## config.mk

```make
export PLATFORM = sky130hd
export DESIGN_NAME = bram_out_reader_srp
export DESIGN_NICKNAME = d
export VERILOG_FILES = /design/src/rtl/bram_out_reader_srp.sv
export SDC_FILE = /design/constraint.sdc
export NUM_CORES = 1
export LEC_CHECK = 0
export CAP_MARGIN = 15
export CELL_PAD_IN_SITES_DETAIL_PLACEMENT = 1
export CELL_PAD_IN_SITES_GLOBAL_PLACEMENT = 1
export CORE_UTILIZATION = 39
export CTS_CLUSTER_SIZE = 12
export DETAILED_ROUTE_END_ITERATION = 10
export GPL_ROUTABILITY_DRIVEN = 0
export MAX_ROUTING_LAYER = met4
export PLACE_DENSITY = 0.83
export REMOVE_ABC_BUFFERS = 1
export SLEW_MARGIN = 20
export SYNTH_ARGS = -nofsm -noshare
export SYNTH_HDL_FRONTEND = slang
export SYNTH_SLANG_ARGS = --single-unit
```

## constraint.sdc

```tcl
create_clock -name clk -period 3.06 [get_ports clk]
set_clock_uncertainty 0.05 [all_clocks]
set_input_delay 0.612 -clock clk [delete_from_list [all_inputs] [get_ports clk]]
set_output_delay 0.612 -clock clk [all_outputs]
set_load 0.01 [all_outputs]
```

## src/rtl/bram_out_reader_srp.sv

```systemverilog
// Reads a frame of bytes from the output-buffer BRAM, wrapping at DEPTH, and streams them out on AXI4-Stream.
// A 2-entry skid FIFO, fed by the 1-cycle BRAM read data, absorbs read latency and downstream stalls.
module bram_out_reader_srp #(
  parameter int DATA_W = 8,
  parameter int ADDR_W = 10,
  parameter int DEPTH  = 768
) (
  input  logic              clk,
  input  logic              rst_n,
  input  logic              start,
  input  logic [ADDR_W-1:0] base_addr,
  input  logic [ADDR_W-1:0] len,
  output logic              busy,
  output logic              done,
  output logic              bram_en,
  output logic [ADDR_W-1:0] bram_addr,
  input  logic [DATA_W-1:0] bram_dout,
  output logic [DATA_W-1:0] m_axis_tdata,
  output logic              m_axis_tvalid,
  input  logic              m_axis_tready,
  output logic              m_axis_tlast
);
  // IDLE: wait for start | READ: issue reads | DRAIN: all reads issued, emptying FIFO | FIN: done pulse
  typedef enum logic [1:0] {IDLE, READ, DRAIN, FIN} state_t;
  state_t state, state_nxt;

  localparam int CW = ADDR_W + 1;
  localparam logic [CW-1:0]     DEPTH_C   = CW'(DEPTH);
  localparam logic [CW-1:0]     ONE_C     = CW'(1);
  localparam logic [ADDR_W-1:0] LAST_ADDR = ADDR_W'(DEPTH - 1);

  logic [CW-1:0]     len_clamp, len_q, issued, popped;
  logic [1:0]        fifo_count;
  logic [DATA_W-1:0] fifo_mem [2];
  logic              wr_ptr, rd_ptr;
  logic              inflight, pop, push, pop_mem, issue_ok, accept;
  logic [2:0]        occ;
  logic [DATA_W-1:0] head;

  assign len_clamp = ({1'b0, len} > DEPTH_C) ? DEPTH_C : {1'b0, len};
  assign accept    = start && (state == IDLE);

  // With the FIFO empty, the arriving BRAM word is presented directly so the first byte costs one cycle only.
  assign m_axis_tvalid = (fifo_count != 2'd0) || inflight;
  assign head          = (fifo_count == 2'd0) ? bram_dout : fifo_mem[rd_ptr];
  assign m_axis_tdata  = m_axis_tvalid ? head : '0;
  assign m_axis_tlast  = m_axis_tvalid && ((popped + ONE_C) == len_q);
  assign pop           = m_axis_tvalid && m_axis_tready;
  assign pop_mem       = pop && (fifo_count != 2'd0);
  assign push          = inflight && !(pop && (fifo_count == 2'd0));
  assign occ           = {1'b0, fifo_count} + {2'b0, inflight} - {2'b0, pop};
  assign issue_ok      = (occ < 3'd2) && (issued < len_q);

  always_ff @(posedge clk or negedge rst_n) begin
    if (!rst_n) state <= IDLE;
    else        state <= state_nxt;
  end

  always_comb begin
    state_nxt = state;
    case (state)
      IDLE:    if (start) state_nxt = (len_clamp == '0) ? FIN : READ;
      READ:    if (bram_en && ((issued + ONE_C) == len_q)) state_nxt = DRAIN;
      DRAIN:   if (pop && m_axis_tlast) state_nxt = FIN;
      FIN:     state_nxt = IDLE;
      default: state_nxt = IDLE;
    endcase
  end

  always_comb begin
    busy    = (state == READ) || (state == DRAIN);
    done    = (state == FIN);
    bram_en = (state == READ) && issue_ok;
  end

  always_ff @(posedge clk or negedge rst_n) begin
    if (!rst_n) begin
      len_q     <= '0;
      issued    <= '0;
      popped    <= '0;
      bram_addr <= '0;
      inflight  <= 1'b0;
    end else begin
      inflight <= bram_en;
      if (accept) begin
        len_q     <= len_clamp;
        bram_addr <= base_addr;
        issued    <= '0;
        popped    <= '0;
      end else begin
        if (bram_en) begin
          bram_addr <= (bram_addr == LAST_ADDR) ? '0 : bram_addr + ADDR_W'(1);
          issued    <= issued + ONE_C;
        end
        if (pop) popped <= popped + ONE_C;
      end
    end
  end

  always_ff @(posedge clk or negedge rst_n) begin
    if (!rst_n) begin
      fifo_mem[0] <= '0;
      fifo_mem[1] <= '0;
      wr_ptr      <= 1'b0;
      rd_ptr      <= 1'b0;
      fifo_count  <= 2'd0;
    end else begin
      if (push) begin
        fifo_mem[wr_ptr] <= bram_dout;
        wr_ptr           <= ~wr_ptr;
      end
      if (pop_mem) rd_ptr <= ~rd_ptr;
      fifo_count <= fifo_count + {1'b0, push} - {1'b0, pop_mem};
    end
  end
endmodule

```

; Yosys cells after proc, flatten, opt, wreduce, memory -nomap -nowiden
; Cells that the tools add are included.
; W data, S select, Z words.
[word_totals]
reg_bits = 66
wordCells = 79
[op_classes]
n_addsub = 7
magnitude_cmp = 6
n_eq_ne = 9
n_mux = 21
bitwise_logic = 4
reduce_logical = 21
[ops]
columns = op, n
row1 = $mux W8, 6
row2 = $mux W11, 4
row3 = $mux W10, 4
row4 = $add A11 B1 Y11 const B, 2
row5 = $eq A11 B11 Y1, 2
row6 = $bwmux W16, 1
row7 = $logic_and A1 B1 Y1, 11
row8 = $logic_not A11 Y1, 1
row9 = $lt A11 B11 Y1, 1
row10 = $add A10 B1 Y10 const B, 1
row11 = $eq A10 B10 Y1 const B, 1
row12 = $gt A10 B10 Y1 const B, 1
row13 = $demux W8 S1, 1
row14 = $mux W2, 4
row15 = $pmux W2 S4, 1
row16 = $ne A2 B2 Y1 const B, 3
row17 = $reduce_bool A2 Y1, 3
row18 = $eq A2 B2 Y1 const B, 2
row19 = $ge A2 B2 Y1 const B, 2
row20 = $logic_not A2 Y1, 2
row21 = $not A1 Y2, 2
row22 = $add A2 B1 Y3, 1
row23 = $lt A3 B2 Y1 const B, 1
row24 = $reduce_and A3 Y1, 1
row25 = other kinds (8), 10

; Longest topological paths before layout
; Gate-level depths: netlist of run 1.
[depth]
word_depth = 10
mapped_depth = 13
depth_no_buf = 10

; Worst setup path before layout of run 1
; OpenSTA, ideal clock, no wires.
[synth_path]
kind = register -> output
startpoint = register fifo_count[1]
endpoint = output bram_en
t_arrival_ns = 2.359
path_slack_ns = 0.039
stages_incl_launch_ff = 10
n_path_buf = 2
cell_sequence = dfrtp_1 -> o21ai_0 -> nor2_1 -> fa_1 -> xor2_1 -> a2111oi_2 -> nand2_1 -> inv_1 -> buf_2 -> buf_4
[synth_via]
elab_chain_cells = 7
elab_cells_between_ends = 8
[synth_rtl]
columns = item, line_no
row1 = "start, declared", 33  ; logic [1:0] fifo_count;
row2 = "start signal, assigned", 113  ; fifo_count <= fifo_count + {1'b0, push} - {1'b0, pop_mem};
row3 = branches (longest 3 deep; another with $add A2 B1 Y3), -
row4 = $sub A3 B1 Y3 (*), 51  ; assign occ = {1'b0, fifo_count} + {2'b0, inflight} - {2'b0, pop};
row5 = $lt A3 B2 Y1 (*), 52  ; assign issue_ok = (occ < 3'd2) && (issued < len_q);
row6 = $logic_and A1 B1 Y1 (*), 52
row7 = $logic_and A1 B1 Y1 (*), 73  ; bram_en = (state == READ) && issue_ok;
row8 = "end, declared", 15  ; output logic bram_en,
; Mark *: on every way between the ends.

; Worst setup path after layout of run 1
[layout_path]
startpoint = register inflight
endpoint = output bram_en
[layout_via]
elab_chain_cells = 6
elab_cells_between_ends = 7
[layout_rtl]
columns = item, line_no
row1 = "start, declared", 36  ; logic inflight, pop, push, pop_mem, issue_ok, accept;
row2 = "start signal, assigned", 84  ; inflight <= bram_en;
row3 = branches (longest 2 deep; another with $add A2 B1 Y3), -
row4 = $sub A3 B1 Y3 (*), 51
row5 = $lt A3 B2 Y1 (*), 52
row6 = $logic_and A1 B1 Y1 (*), 52
row7 = $logic_and A1 B1 Y1 (*), 73
; Marked as above.

==> results.json, run 1 <==
{
  "initial_core_util_pct": 40.0,
  "die_height_um": 105,
  "avgSynthCellArea_um2": 9.45,
  "fin_area_um2": 5110,
  "fp-row-count": 37,
  "report.final.hold_viol_count": 0,
  "combPwrFrac_pct": 52.3,
  "dp_hpwl_um": 8560,
  "r2r_end": "bram_addr[2]",
  "period_share_pct": 96.0,
  "htreeDepth": 3,
  "ys_ff_latch": 65,
  "p_leak_nw": 2.16,
  "cap_violations": 0,
  "status": "finished clean",
  "cts_tree": "yes",
  "finalWirelength_um": 11500,
  "grt_pass1_wl_um": 19400,
  "netlist_area_um2": 4110,
  "drt-pass1-iter-count": 4,
  "ys_seq_area_share_pct": 39.6,
  "grt_start_max_net_pins": 30,
  "worstPathRequired_ns": 2.40,
  "dp_slack_ns": -0.722,
  "drc_errors": 0,
  "track_usage_pct": 23.0,
  "wl_per_cell_um": 17.8,
  "clkTransAtPathRegs_ns": 0.08,
  "pwr-share-seq_pct": 32.9,
  "worstPathMaxFanout": 3,
  "placed_cells": 630,
  "path_common_cell": "nand2_1",
  "clock_latency_ns": 0.36,
  "syn_to_final_growth_pct": 24.4,
  "period_needed_ns": 2.94,
  "setup-violations-final": 0,
  "avgViaCountPerCell": 5.52,
  "yosysWarningCount": 0,
  "fill_cells": 1218,
  "die-area_um2": 11000,
  "swShare_pct": 41.8,
  "power.density_nw_per_um2": 897,
  "rrSetupSlack_ns": 0.26,
  "min_path_type": "input pin to asynchronous set/reset pin",
  "p_int_w": 0.00267,
  "cp-end-kind": "output pin",
  "maxSlewViolCount": 0,
  "core_area_um2": 10300,
  "cts-root-buf": "clkbuf_8",
  "antenna_found_initial": 0,
  "numCtsBuffers": 9,
  "rsz0062_at_grt": "false",
  "setup_ws_ns": 0.121,
  "nNetsFinal": 559,
  "worst-setup-path-type": "flip-flop to output pin",
  "worst_pin_slew_ns": 0.709,
  "synth.top_cells.by_count": "dfrtp_1 (65), nor2_1 (41), nand2_1 (37)",
  "ys.flop_type": "dfrtp_1",
  "max_stage_delay_ns": 0.52,
  "yosys.area.top_type": "dfrtp_1",
  "fmax_ghz": 0.340,
  "die_w_um": 105,
  "drive_above_1_share_pct": 13.9,
  "multiInputGateArea_um2": 2350,
  "async_flop_share_pct": 100,
  "yosys-top-cells-area": "dfrtp_1 (40%), ha_1 (6.1%), xor2_1 (5.3%), xnor2_1 (5.1%), mux2_2 (4.4%)",
  "gr-total-overflow": 0,
  "io_pins": 55,
  "dpl_cell_area_um2": 4910,
  "worstSetupStartpointType": "flip-flop",
  "syn_inst": 435,
  "port_buffers": 54,
  "yosysMostFrequentCell": "dfrtp_1",
  "regArea_um2": 1630,
  "critical_path_arrival_ns": 2.28,
  "drt_iter0_drc": 130,
  "drt.antenna.violating_nets": 0,
  "vias": 3570,
  "instances_no_fill": 647,
  "ir_worst_vdd_v": 0.000460,
  "clock-sinks": 65,
  "n_antenna_cell": 0,
  "reg2reg_from": "inflight",
  "clockBufferDepth": 2,
  "cp_slowest_cell": "fa_2",
  "synth-edff-count": 0,
  "reg2regPathDepth": 11,
  "p_switching_w": 0.00192,
  "p_clk_share_pct": 14.8,
  "slew_headroom_pct": 52.8,
  "synth_cell_type_count": 56,
  "synth_top_area_share_pct": 39.6,
  "path_cells": "xor2_1, nand2_1, fa_2, nand4bb_1, a2111oi_2, nand2_1, inv_2, buf_6",
  "cts_hold_buf": 0,
  "first_global_vias": 3886
}
cell usage in the layout (no fill, tap or decap), drive strengths merged, types with 3 or more instances in the layout:
| cell type | count |
|---|---|
| a221o | 4 |
| and2 | 3 |
| mux2i | 12 |
| clkinvlp | 3 |
| nand2 | 37 |
| nor2b | 3 |
| nor2 | 41 |
| or3 | 5 |
| nor3b | 4 |
| o21ai | 29 |
| buf | 28 |
| ha | 20 |
| nor3 | 9 |
| nand4 | 9 |
| a31oi | 6 |
| inv | 21 |
| a21oi | 8 |
| dfrtp | 65 |
| clkdlybuf4s50 | 50 |
| o211ai | 4 |
| xor2 | 26 |
| mux2 | 16 |
| xnor2 | 24 |
| clkbuf | 9 |
| nand3 | 25 |
| and3 | 5 |
| nand4b | 3 |
| o22ai | 7 |
logic make-up after synthesis:
kind of cell	count (synthesis)	share of synthesized area, %
buffers and inverters	38	3.90
adder cells (fa/ha/maj)	21	6.58
AND/OR/NAND/NOR	157	19.2
XOR/XNOR	50	10.8
multiplexers	28	7.31
flip-flops	65	39.6
AO/OA/AOI/OAI	76	12.6
what timing repair did:
item,in CTS,in global routing
pin swaps,6,3
gates resized for setup,13,5
setup endpoints to repair,12,7
setup buffers,1,0
per-layer routing:
metal	vias to the layer above	part of all wire, %	track usage [%]
met3	14	3.0	3.99
met5	-	0	-
li1	1694	-	-
met4	0	1.4	7.14
met2	72	50	38.7
met1	1790	45	28.2
state kept, by name, indices dropped and copies added, names as in the netlist:
name        count
popped         11
bram_addr      10
rd_ptr          1
fifo_mem       16
issued         11
wr_ptr          1
len_q          10
fifo_count      2
state           2
inflight        1
worst max-delay path: cells and delay by family, from the launching register on:
kind                     cells  cell delay, ns
flip-flops                   1            0.42
buffers and inverters        2            0.20
AO/OA/AOI/OAI                1            0.24
adder cells (fa/ha/maj)      1            0.52
XOR/XNOR                     1            0.17
AND/OR/NAND/NOR              3            0.37
final cells by class:
cell class,instances,share of cell area [%]
multi-input cells,332,45.9
flip-flops and latches,65,31.8
repair buffers,79,14.1
well taps,136,3.33
clock buffers,9,2.42
inverters,19,1.40
clock inverters,7,1.05
worst max path at each step:
stage | cells after the start | slack, ns | from | endpoint
after floorplan | 10 | 0.01 | fifo_count[1] | bram_addr[2]
after global placement | 9 | -0.65 | m_axis_tready | bram_en
after detailed placement | 9 | -0.72 | m_axis_tready | bram_en
after CTS | 9 | -0.05 | m_axis_tready | bram_en
after global routing | 8 | 0.002 | inflight | bram_en
final | 8 | 0.12 | inflight | bram_en
power by group through the flow:
stage	Clock (W)	Combinational, W	Sequential (W)
global placement	0	0.00224	0.00149
CTS	0.000697	0.00240	0.00150
finish	0.000679	0.00240	0.00151
floorplan	0	0.00136	0.00149
global route	0.000728	0.00264	0.00156
detailed placement	0	0.00235	0.00151
stage by stage:
| step | TNS [ns] | hold WS (ns) | util, % | power (W) |
|---|---|---|---|---|
| finish | 0 | 0.245 | 49.7 | 0.00458 |
| CTS | -0.0543 | 0.272 | 49.7 | 0.00460 |
| floorplan | 0 | 0.266 | - | 0.00285 |
| detailed placement | -9.42 | 0.445 | 47.7 | 0.00386 |
| global placement | -6.88 | 0.432 | 47.7 | 0.00373 |
| global route | 0 | 0.297 | 49.7 | 0.00493 |
Power figures use the tool's default switching activity.
==> run 2: changes to the inputs <==
Settings changed: SKIP_LAST_GASP set to 1.
==> run 2 against run 1 <==
Largest cell class unchanged. Highest routed layer unchanged. Clock power about the same. Sequential power about the same. Clock-buffer cell count is the same. Sequential share of layout area hardly changed. Total power down 0.15%. Critical path depth stayed put. Combinational power about the same. Largest power group unchanged. Die area unchanged. Non-clock buffer count unchanged.
==> results.json, run 2 (synthesized netlist as in run 1, its figures left out) <==
{
  "setup-violations-final": 0,
  "gr-total-overflow": 0,
  "status": "finished clean",
  "p_int_w": 0.00267,
  "worstPathMaxFanout": 3,
  "power.density_nw_per_um2": 896,
  "crit_buf_inv": 2,
  "cts-root-buf": "clkbuf_8",
  "cts_tree": "yes",
  "first_global_vias": 3888,
  "finalWirelength_um": 11500,
  "period_share_pct": 96.5,
  "numCtsBuffers": 9,
  "setup_ws_ns": 0.108,
  "critical_path.top_delay_family": "adder cells",
  "htreeDepth": 3,
  "report.final.hold_viol_count": 0,
  "drive_above_1_share_pct": 13.7,
  "core_area_um2": 10300,
  "vias": 3563,
  "cp_slowest_cell": "fa_2",
  "slew_headroom_pct": 53.0,
  "clock_latency_ns": 0.36,
  "drt_iter0_drc": 98,
  "reg_top3": "fifo_mem x16, issued x11, popped x11",
  "dp_hpwl_um": 8560,
  "die_height_um": 105,
  "reg2regPathDepth": 11,
  "nNetsFinal": 559,
  "die_w_um": 105,
  "n_antenna_cell": 0,
  "min_path_type": "input pin to asynchronous set/reset pin",
  "critical_path_arrival_ns": 2.29,
  "placed_cells": 630,
  "path_common_cell": "nand2_1",
  "reg2reg_from": "inflight",
  "io_pins": 55,
  "wl_per_cell_um": 17.8,
  "die-area_um2": 11000,
  "clockBufferDepth": 2,
  "rsz0062_at_grt": "true",
  "final_common_cell": "dfrtp_1",
  "fmax_ghz": 0.339,
  "largest-register": "fifo_mem",
  "maxSlewViolCount": 0,
  "worst_pin_slew_ns": 0.705,
  "fp-row-count": 37,
  "clock-sinks": 65,
  "port_buffers": 54,
  "cts_hold_buf": 0,
  "drt.antenna.violating_nets": 0,
  "grt_start_max_net_pins": 30,
  "finish.utilization_pct": 49.7,
  "worst-setup-path-type": "flip-flop to output pin",
  "worstSetupStartpoint": "inflight",
  "drc_errors": 0,
  "avgViaCountPerCell": 5.51,
  "period_needed_ns": 2.95,
  "cp-end-kind": "output pin",
  "dp_slack_ns": -0.722,
  "antenna_found_initial": 0,
  "syn_to_final_growth_pct": 24.3,
  "initial_core_util_pct": 40.0,
  "p_leak_nw": 2.16,
  "largest_reg_flops": 16,
  "ir_worst_vdd_v": 0.000461,
  "cap_violations": 0,
  "final_cell_mix": "dfrtp_1 (65), clkdlybuf4s50_1 (50), nor2_1 (41)",
  "max_stage_delay_ns": 0.52,
  "combPwrFrac_pct": 52.3,
  "instances_no_fill": 647,
  "p_clk_share_pct": 14.8,
  "worstPathRequired_ns": 2.40,
  "path_cells": "xor2_1, nand2_1, fa_2, nand4bb_1, a2111oi_2, nand2_1, inv_2, buf_6",
  "pwr-share-seq_pct": 32.9,
  "worstSetupStartpointType": "flip-flop",
  "grt_pass1_wl_um": 19400,
  "r2r_end": "bram_addr[8]",
  "p_switching_w": 0.00191,
  "track_usage_pct": 23.0,
  "rrSetupSlack_ns": 0.25,
  "drt-pass1-iter-count": 4,
  "p_total_w": 0.00458,
  "swShare_pct": 41.8,
  "clkTransAtPathRegs_ns": 0.08
}
run 2: changes by cell type in the layout (fill, tap and decap cells not counted):
cell | before | now
buf_2 | 2 | 1
o21ai_2 | 1 | 0
o21ai_1 | 0 | 1
clkbuf_2 | 0 | 1
run 2: per-stage QoR:
step / cell area (µm²) / hold WS, ns / setup TNS (ns)
2_1_floorplan: 4020 / 0.266 / 0
3_3_place_gp: 4910 / 0.432 / -6.88
3_5_place_dp: 4910 / 0.445 / -9.42
4_1_cts: 5090 / 0.272 / -0.135
5_1_grt: 5110 / 0.297 / -0.0154
6_report: 5110 / 0.246 / 0
run 2: layer usage:
layer | share of wire, % | up-vias | global-route usage (%)
met2 | 50 | 82 | 38.7
met5 | 0 | - | -
li1 | - | 1695 | -
met3 | 3.8 | 13 | 3.99
met1 | 45 | 1773 | 28.3
met4 | 1.4 | 0 | 7.14
run 2: cell type report:
cell class | count | area (µm²)
fillers | 1220 | 5170
flip-flops and latches | 65 | 1630
inverters | 19 | 71.3
well taps | 136 | 170
multi-input cells | 332 | 2340
clock buffers | 9 | 124
repair buffers | 79 | 719
clock inverters | 7 | 53.8
run 2: worst max path at each step:
stage                   end  cells past startpoint
6_report            bram_en                      8
2_1_floorplan  bram_addr[2]                     10
3_3_place_gp        bram_en                      9
5_1_grt             bram_en                      8
3_5_place_dp        bram_en                      9
4_1_cts             bram_en                      9
run 2: timing repair:
item | CTS | global route
setup endpoints to repair | 12 | 12
buffers inserted | 1 | 0
gates resized for setup | 9 | 7
pin swaps | 6 | 4
run 2: worst register-to-register path, delay by kind of cell, from the launching register on:
family | cells | cell delay [ns]
buffers and inverters | 2 | 0.34
DFF | 1 | 0.42
AOI/OAI and AO/OA | 2 | 0.41
xor gates and xnor gates | 1 | 0.19
adders and majority gates | 1 | 0.52
and+or+nand+nor | 5 | 0.78
run 2: power by group through the flow:
stage / clock network [W] / logic (W) / registers [W]
floorplan: 0 / 0.00136 / 0.00149
finish: 0.000677 / 0.00240 / 0.00150
global route: 0.000728 / 0.00264 / 0.00156
detailed placement: 0 / 0.00235 / 0.00151
global placement: 0 / 0.00224 / 0.00149
CTS: 0.000697 / 0.00239 / 0.00150
